**src/rtl/inst_fetch_queue.sv**
```systemverilog
// Instruction fetch front end: PC generation, ROM request issue, return queue.
// Ports: clk/rst, rom_ce/rom_addr/rom_data (sync ROM), br_valid/br_target
// (redirect), id_valid/id_ready/id_pc/id_inst (decode handshake), q_count.
module inst_fetch_queue #(
    parameter int                ADDR_W   = 32,
    parameter int                DATA_W   = 32,
    parameter int                DEPTH    = 4,
    parameter logic [ADDR_W-1:0] RESET_PC = '0
) (
    input  logic                       clk,
    input  logic                       rst,
    output logic                       rom_ce,
    output logic [ADDR_W-1:0]          rom_addr,
    input  logic [DATA_W-1:0]          rom_data,
    input  logic                       br_valid,
    input  logic [ADDR_W-1:0]          br_target,
    output logic                       id_valid,
    input  logic                       id_ready,
    output logic [ADDR_W-1:0]          id_pc,
    output logic [DATA_W-1:0]          id_inst,
    output logic [$clog2(DEPTH):0]     q_count
);

    localparam int PW = $clog2(DEPTH);
    localparam int CW = PW + 1;

    logic [ADDR_W-1:0] pc_q;
    logic [ADDR_W-1:0] inflight_pc;
    logic              inflight;
    logic              squash;
    logic [ADDR_W-1:0] mem_pc   [DEPTH];
    logic [DATA_W-1:0] mem_inst [DEPTH];
    logic [PW-1:0]     wr_ptr;
    logic [PW-1:0]     rd_ptr;
    logic [CW-1:0]     count;

    logic [CW:0]       used;
    logic              issue;
    logic              push;
    logic              pop;
    logic [ADDR_W-1:0] target_aligned;

    // Credits cover both held entries and the word still coming back,
    // so a push can never land on a full queue.
    assign used  = {1'b0, count} + {{CW{1'b0}}, inflight};
    assign issue = !rst && !br_valid && (used < (CW+1)'(DEPTH));

    assign rom_ce   = issue;
    assign rom_addr = pc_q;

    assign push = inflight && !squash;
    assign pop  = id_valid && id_ready;

    assign target_aligned = br_target & ~ADDR_W'(3);

    assign id_valid = (count != '0);
    assign id_pc    = mem_pc[rd_ptr];
    assign id_inst  = mem_inst[rd_ptr];
    assign q_count  = count;

    always_ff @(posedge clk or posedge rst) begin
        if (rst) begin
            pc_q        <= RESET_PC;
            inflight_pc <= '0;
            inflight    <= 1'b0;
            squash      <= 1'b0;
            wr_ptr      <= '0;
            rd_ptr      <= '0;
            count       <= '0;
            for (int i = 0; i < DEPTH; i++) begin
                mem_pc[i]   <= '0;
                mem_inst[i] <= '0;
            end
        end else begin
            inflight <= issue;
            squash   <= br_valid;
            if (issue) begin
                inflight_pc <= pc_q;
            end
            if (br_valid) begin
                // Redirect wins over any push/pop this cycle.
                pc_q   <= target_aligned;
                wr_ptr <= '0;
                rd_ptr <= '0;
                count  <= '0;
            end else begin
                if (issue) begin
                    pc_q <= pc_q + ADDR_W'(4);
                end
                if (push) begin
                    mem_pc[wr_ptr]   <= inflight_pc;
                    mem_inst[wr_ptr] <= rom_data;
                    wr_ptr           <= wr_ptr + PW'(1);
                end
                if (pop) begin
                    rd_ptr <= rd_ptr + PW'(1);
                end
                if (push && !pop) begin
                    count <= count + CW'(1);
                end else if (pop && !push) begin
                    count <= count - CW'(1);
                end
            end
        end
    end

endmodule

```
**config.mk**
```make
export PLATFORM = sky130hd
export DESIGN_NAME = inst_fetch_queue
export DESIGN_NICKNAME = d
export VERILOG_FILES = /design/src/rtl/inst_fetch_queue.sv
export SDC_FILE = /design/constraint.sdc
export NUM_CORES = 1
export LEC_CHECK = 0
export ABC_AREA = 1
export CORE_MARGIN = 10
export CORE_UTILIZATION = 30
export CTS_BUF_LIST = sky130_fd_sc_hd__clkbuf_16
export CTS_CLUSTER_SIZE = 16
export DETAILED_ROUTE_END_ITERATION = 6
export GPL_TIMING_DRIVEN = 0
export SYNTH_ARGS = -nofsm -noshare
export SYNTH_HDL_FRONTEND = slang
export SYNTH_SLANG_ARGS = --single-unit
```
**constraint.sdc**
```tcl
create_clock -name clk -period 25 [get_ports clk]
set_input_delay 6.25 -clock clk [delete_from_list [all_inputs] [get_ports clk]]
set_output_delay 6.25 -clock clk [all_outputs]
set_load 0.01 [all_outputs]
```
==> flow_summary.toml, run 1 <==
[global_routing]
antenna_found_initial = 0
grt_overflow_total = 0
grtUsageTotal_pct = 16.3
grt_pass1_wl_um = 73600
grt_pass1_vias = 12600
grt_max_degree = 129

[cts]
hold_buffers = 0
clkTransAtPathRegs_ns = 0.06
clock-sinks = 317
clock_latency_ns = 0.52
cts-buffers-inserted = 35
post_cts_buffers = 0
cts_buffer_depth = 3
cts.repair.resized = 0
cts-root-buf = "clkbuf_16"
htreeDepth = 2
cts_tree = "built"

[synth]
syn_avg_cell_area_um2 = 8.57
synth-seq-area-share_pct = 55.4
synth_top_cell_area_share_pct = 55.4
ys_warn_count = 0
post-synth-top-area-cell = "dfrtp_1"
synth-edff-count = 0
synthesis.instances = 1671
syn_area_um2 = 14300
yosysUniqueCellTypes = 39
synthArstFlopShare_pct = 100
synth_flop_cell = "dfrtp_1"
synth_area_leaders = "dfrtp_1 (55%), nand2_1 (9.3%), o21ai_1 (8.5%), o21ai_0 (5.3%), nor2_1 (4.7%)"
ys_ff_latch = 317

[floorplanning]
die_w_um = 239
core_area_um2 = 47400
dieArea_um2 = 56900
start_util_pct = 30.2
ios = 169
die_y_um = 239
std_cell_rows = 80

[power_and_ir_drop]
p_leak_nw = 8.07
p_per_area_nw_per_um2 = 105
power_frac_comb_pct = 37.1
p_switching_w = 0.000678
switching_share_pct = 36.3
internal-power_w = 0.00119
vdd_ir_drop_max_mv = 0.0434
p_seq_share_pct = 37.2
pwr-share-clk_pct = 25.7

[routing]
drtIter0Drc = 1149
drc = 0
ant_nets = 0
viasPerCell = 4.99
drt_pass1_iterations = 5
num_vias = 12500
wire_per_inst_um = 18.7
wirelength_um = 47000

[timing]
finalClockSkew_ns = 0.0163
report.final.slew_viol_count = 0
finalCritPeriodShare_pct = 60.6
rsz0062_at_grt = "no"
tightest_slew_ns = 0.692
timing.fmax_mhz = 66.0
hold_viol = 0
setup_violations = 0
tns_ns = 0
finalCriticalPeriod_ns = 15.16
relSlewSlack_pct = 53.9

[finish]
postLayoutCellArea_um2 = 17800
drive_gt1_share_pct = 6.59
syn2layout_area_growth_pct = 24.5
final_nets = 1949
diodes = 0

[worst_hold_path]
worstHoldPathType = "reg -> reg"
hold_depth = 2
hold_end = "mem_inst[34]$_DFFE_PP0P_"
min_from = "mem_inst[34]$_DFFE_PP0P_"

[placement]
io_buffers = 162
gp_congestion = 0.810
placed_area_um2 = 16800
dpl.hpwl_um = 32900

[setup_path]
critical_path_arrival_ns = 8.91
crit_required_ns = 18.75
critPathLaunchType = "primary input"
r2r-end = "q_count[2]$_DFFE_PP0P_"
cp_max_fo = 126
r2r-start = "q_count[2]$_DFFE_PP0P_"
rr_worst_depth = 10
rrSetupSlack_ns = 23.25
path_class = "in -> out"
endpoint_kind = "output pin"

[status]
status = "finished clean"

[run]
maxCapViolCount = 0
==> routing by layer <==
layer	vias to the layer above	track usage (%)	part of all wire [%]
met1	6099	22.0	45
met3	62	3.22	6.5
met2	424	26.7	47
met5	-	0	0
met4	0	3.46	1.7
li1	5958	-	-
==> cells by family after synthesis <==
logic type               share of synthesized area, %
adder cells (fa/ha/maj)                         0.577
buffers and inverters                            7.17
flip-flops                                       55.4
other                                          0.0262
XOR/XNOR                                        0.122
AND/OR/NAND/NOR                                  17.5
AO/OA/AOI/OAI                                    19.2
==> worst max-delay path: stages <==
cell and delay [ns]:
clkdlybuf4s50_1 0.53, inv_8 0.41, buf_16 0.50, nand3_4 0.19, inv_4 0.15, buf_2 0.27, clkdlybuf4s50_1 0.60
==> how the worst max path moves through the flow <==
stage	from	end	depth (start not counted)
final	rst	rom_ce	7
after global routing	rst	rom_ce	7
after CTS	rst	rom_ce	7
after detailed placement	rst	rom_ce	7
after global placement	rst	rom_ce	6
after floorplan	rst	rom_ce	4
==> stage by stage <==
step	instances	hold slack, ns	total power, W	util, %	setup slack (ns)
after floorplan	1674	0.448	0.00104	-	4.91
after global placement	2451	0.463	0.00139	35.3	1.02
after detailed placement	2453	0.465	0.00141	35.4	9.70
after CTS	2513	0.478	0.00189	37.6	9.69
after global routing	2513	0.500	0.00199	37.6	9.52
final	2513	0.478	0.00187	37.6	9.84
==> area by class of cell <==
| class | count | area, um2 |
|---|---|---|
| tap | 615 | 769 |
| fill | 4962 | 29600 |
| multi-input combinational | 1143 | 5380 |
| inverter | 103 | 397 |
| buffer | 111 | 638 |
| timing repair buffer | 164 | 1680 |
| clock buffer | 37 | 926 |
| clock inverter | 23 | 116 |
| sequential | 317 | 7930 |
==> sequential cells by signal, summed over array words and instances, names as in the netlist <==
signal and count:
rom_addr 30, rd_ptr 2, inflight 1, q_count 3
mem_inst 128, wr_ptr 2, squash 1, inflight_pc 30
mem_pc 120
==> synth_stat cells (all sizes together) (2+ instances only) <==
cell type and number:
o21ai 399, a22oi 20, and2 3, a21boi 3
nor2 187, a21oi 18, o22ai 62, clkinv 2
o211ai 9, nand3 58, clkbuf 53, dfrtp 317
nand4 2, buf 58, nand2 366, ha 5
inv 101
==> power by group through the flow <==
stage / clock network [W] / logic (W) / registers, W
after floorplan: 0 / 0.000355 / 0.000690
after global placement: 0 / 0.000694 / 0.000699
after CTS: 0.000488 / 0.000706 / 0.000694
after global routing: 0.000510 / 0.000765 / 0.000711
final: 0.000479 / 0.000693 / 0.000695
after detailed placement: 0 / 0.000703 / 0.000702
==> placed cells by master, fill, tap and decap left out, types with 2 or more instances in the layout <==
| cell | instances |
|---|---|
| a21oi_1 | 17 |
| o21ai_2 | 4 |
| dfrtp_1 | 317 |
| nand4_1 | 2 |
| nand2_2 | 9 |
| buf_1 | 5 |
| clkbuf_1 | 53 |
| and2_1 | 3 |
| o22ai_1 | 62 |
| ha_1 | 5 |
| nor2_1 | 179 |
| a22oi_1 | 20 |
| nor2_4 | 4 |
| nand2_1 | 356 |
| buf_4 | 12 |
| o21ai_0 | 153 |
| clkinv_1 | 13 |
| inv_1 | 104 |
| buf_6 | 20 |
| clkinv_2 | 3 |
| buf_16 | 2 |
| clkbuf_16 | 37 |
| inv_2 | 3 |
| buf_2 | 21 |
| a21boi_0 | 3 |
| conb_1 | 4 |
| nand3_1 | 57 |
| clkdlybuf4s50_1 | 162 |
| o211ai_1 | 9 |
| nor2_2 | 3 |
| o21ai_1 | 242 |
No activity file was read; power rests on OpenSTA's default activity.
==> run 2: changes to the inputs <==
clock period = 15.1 ns   (was 25 ns; I/O delays follow)
==> run 2 against run 1 <==
Compared with the run above:
- sequential share of layout area down 0.32 points
- flip-flop and latch count unchanged
- non-clock buffer count grew 7
==> flow_summary.toml, run 2 (synthesis results as in run 1) <==
[cts]
cts-root-buf = "clkbuf_16"
cts-buffers-inserted = 36
htreeDepth = 2
post_cts_buffers = 0
clkTransAtPathRegs_ns = 0.06
hold_buffers = 0
cts_buffer_depth = 3
cts_tree = "built"
clock-sinks = 317
cts.repair.resized = 0
clock_latency_ns = 0.52

[worst_hold_path]
worstHoldPathType = "reg -> reg"
hold_end = "mem_inst[62]$_DFFE_PP0P_"
min_from = "mem_inst[62]$_DFFE_PP0P_"
hold_depth = 2

[setup_path]
path_class = "in -> out"
cpMostUsedCell = "clkdlybuf4s50_1"
r2r-end = "rom_addr[30]$_DFFE_PP0P_"
critical_path_arrival_ns = 6.18
max_stage_delay_ns = 0.56
cp_max_fo = 36
path_cells = "clkdlybuf4s50_1, clkinvlp_4, buf_12, nand3_4, inv_4, buf_2, clkdlybuf4s50_1"
r2r-start = "rom_addr[2]$_DFFE_PP0P_"
rr_worst_depth = 8
critPathLaunchType = "primary input"
endpoint_kind = "output pin"
critPathSlowestCell = "clkdlybuf4s50_1"
rrSetupSlack_ns = 13.35
crit_required_ns = 11.32

[finish]
final_nets = 1957
multi_input_area_um2 = 5380
regArea_um2 = 7930
final_cell_mix = "nand2_1 (356), dfrtp_1 (317), o21ai_1 (242)"
final_common_cell = "nand2_1"
nFillCells = 4916
postLayoutCellArea_um2 = 18000
syn2layout_area_growth_pct = 25.4
reg_top3 = "mem_inst x128, mem_pc x120"
largest_register_ffs = 128
drive_gt1_share_pct = 7.20
diodes = 0
top_register = "mem_inst"

[global_routing]
grt_max_degree = 44
grtUsageTotal_pct = 16.6
grt_overflow_total = 0
grt_pass1_wl_um = 74400
grt_pass1_vias = 12800
antenna_found_initial = 0

[placement]
io_buffers = 162
placed_area_um2 = 16900
gp_congestion = 0.864
dpl.hpwl_um = 33500

[timing]
relSlewSlack_pct = 53.9
report.final.slew_viol_count = 0
finalCriticalPeriod_ns = 9.96
hold_ws_ns = 0.483
hold_viol = 0
finalCritPeriodShare_pct = 66.0
tightest_slew_ns = 0.691
rsz0062_at_grt = "no"
timing.fmax_mhz = 100
finalClockSkew_ns = 0.0174
setup_violations = 0

[power_and_ir_drop]
pwr-share-clk_pct = 25.9
p_switching_w = 0.00113
power_frac_comb_pct = 37.1
vdd_ir_drop_max_mv = 0.0744
p_leak_nw = 8.12
switching_share_pct = 36.3
p_seq_share_pct = 37.0
internal-power_w = 0.00198
p_per_area_nw_per_um2 = 173

[floorplanning]
dieArea_um2 = 56900
std_cell_rows = 80
core_area_um2 = 47400
die_y_um = 239
ios = 169
die_w_um = 239
start_util_pct = 30.2

[routing]
wl_met3_um = 3700
num_vias = 12500
drtIter0Drc = 1141
drt_pass1_iterations = 5
drc = 0
wire_per_inst_um = 18.7
dr.max_layer_used = "met4"
met1_length_um = 20700
wl_met2_um = 21600
viasPerCell = 4.97
ant_nets = 0
wirelength_um = 47000

[status]
status = "finished clean"

[run]
maxCapViolCount = 0
[run 2: how the worst max path moves through the flow]
stage | depth (start not counted) | slack (ns) | from | to
floorplan | 4 | 2.03 | rst | rom_ce
global placement | 6 | -1.17 | rst | rom_ce
detailed placement | 7 | 5.07 | rst | rom_ce
CTS | 7 | 5.06 | rst | rom_ce
global route | 7 | 4.93 | rst | rom_ce
finish | 7 | 5.14 | rst | rom_ce
[run 2: metrics by stage]
step | power [W] | cells | TNS (ns) | utilization, % | setup WS (ns)
after floorplan | 0.00173 | 1674 | 0 | - | 2.03
after global placement | 0.00230 | 2451 | -1.17 | 35.3 | -1.17
after detailed placement | 0.00233 | 2460 | 0 | 35.6 | 5.07
after CTS | 0.00314 | 2518 | 0 | 37.9 | 5.06
after global routing | 0.00332 | 2518 | 0 | 37.9 | 4.93
final | 0.00310 | 2518 | 0 | 37.9 | 5.14
[run 2: worst max-delay path, delay by kind of cell]
kind | cells | cell delay, ns
buffers and inverters | 6 | 2.25
and+or+nand+nor | 1 | 0.14
[run 2: power by group through the flow]
stage	clock [W]	combinational, W	sequential [W]
CTS	0.000822	0.00117	0.00115
global placement	0	0.00115	0.00116
global route	0.000859	0.00128	0.00117
detailed placement	0	0.00117	0.00116
floorplan	0	0.000587	0.00114
finish	0.000804	0.00115	0.00115
[run 2: layer usage]
layer	global-route usage [%]	vias up
met2	26.5	402
met4	4.37	0
met3	4.61	64
met1	21.7	6051
met5	0	-
li1	-	5987
[run 2: final cells by class]
class	instances	area share (%)
Inverter	103	2.19
Clock buffer	37	5.16
Multi-Input combinational cell	1143	29.9
Clock inverter	21	0.690
Sequential cell	317	44.2
Timing Repair Buffer	171	10.0
Buffer	111	3.55
Tap cell	615	4.28
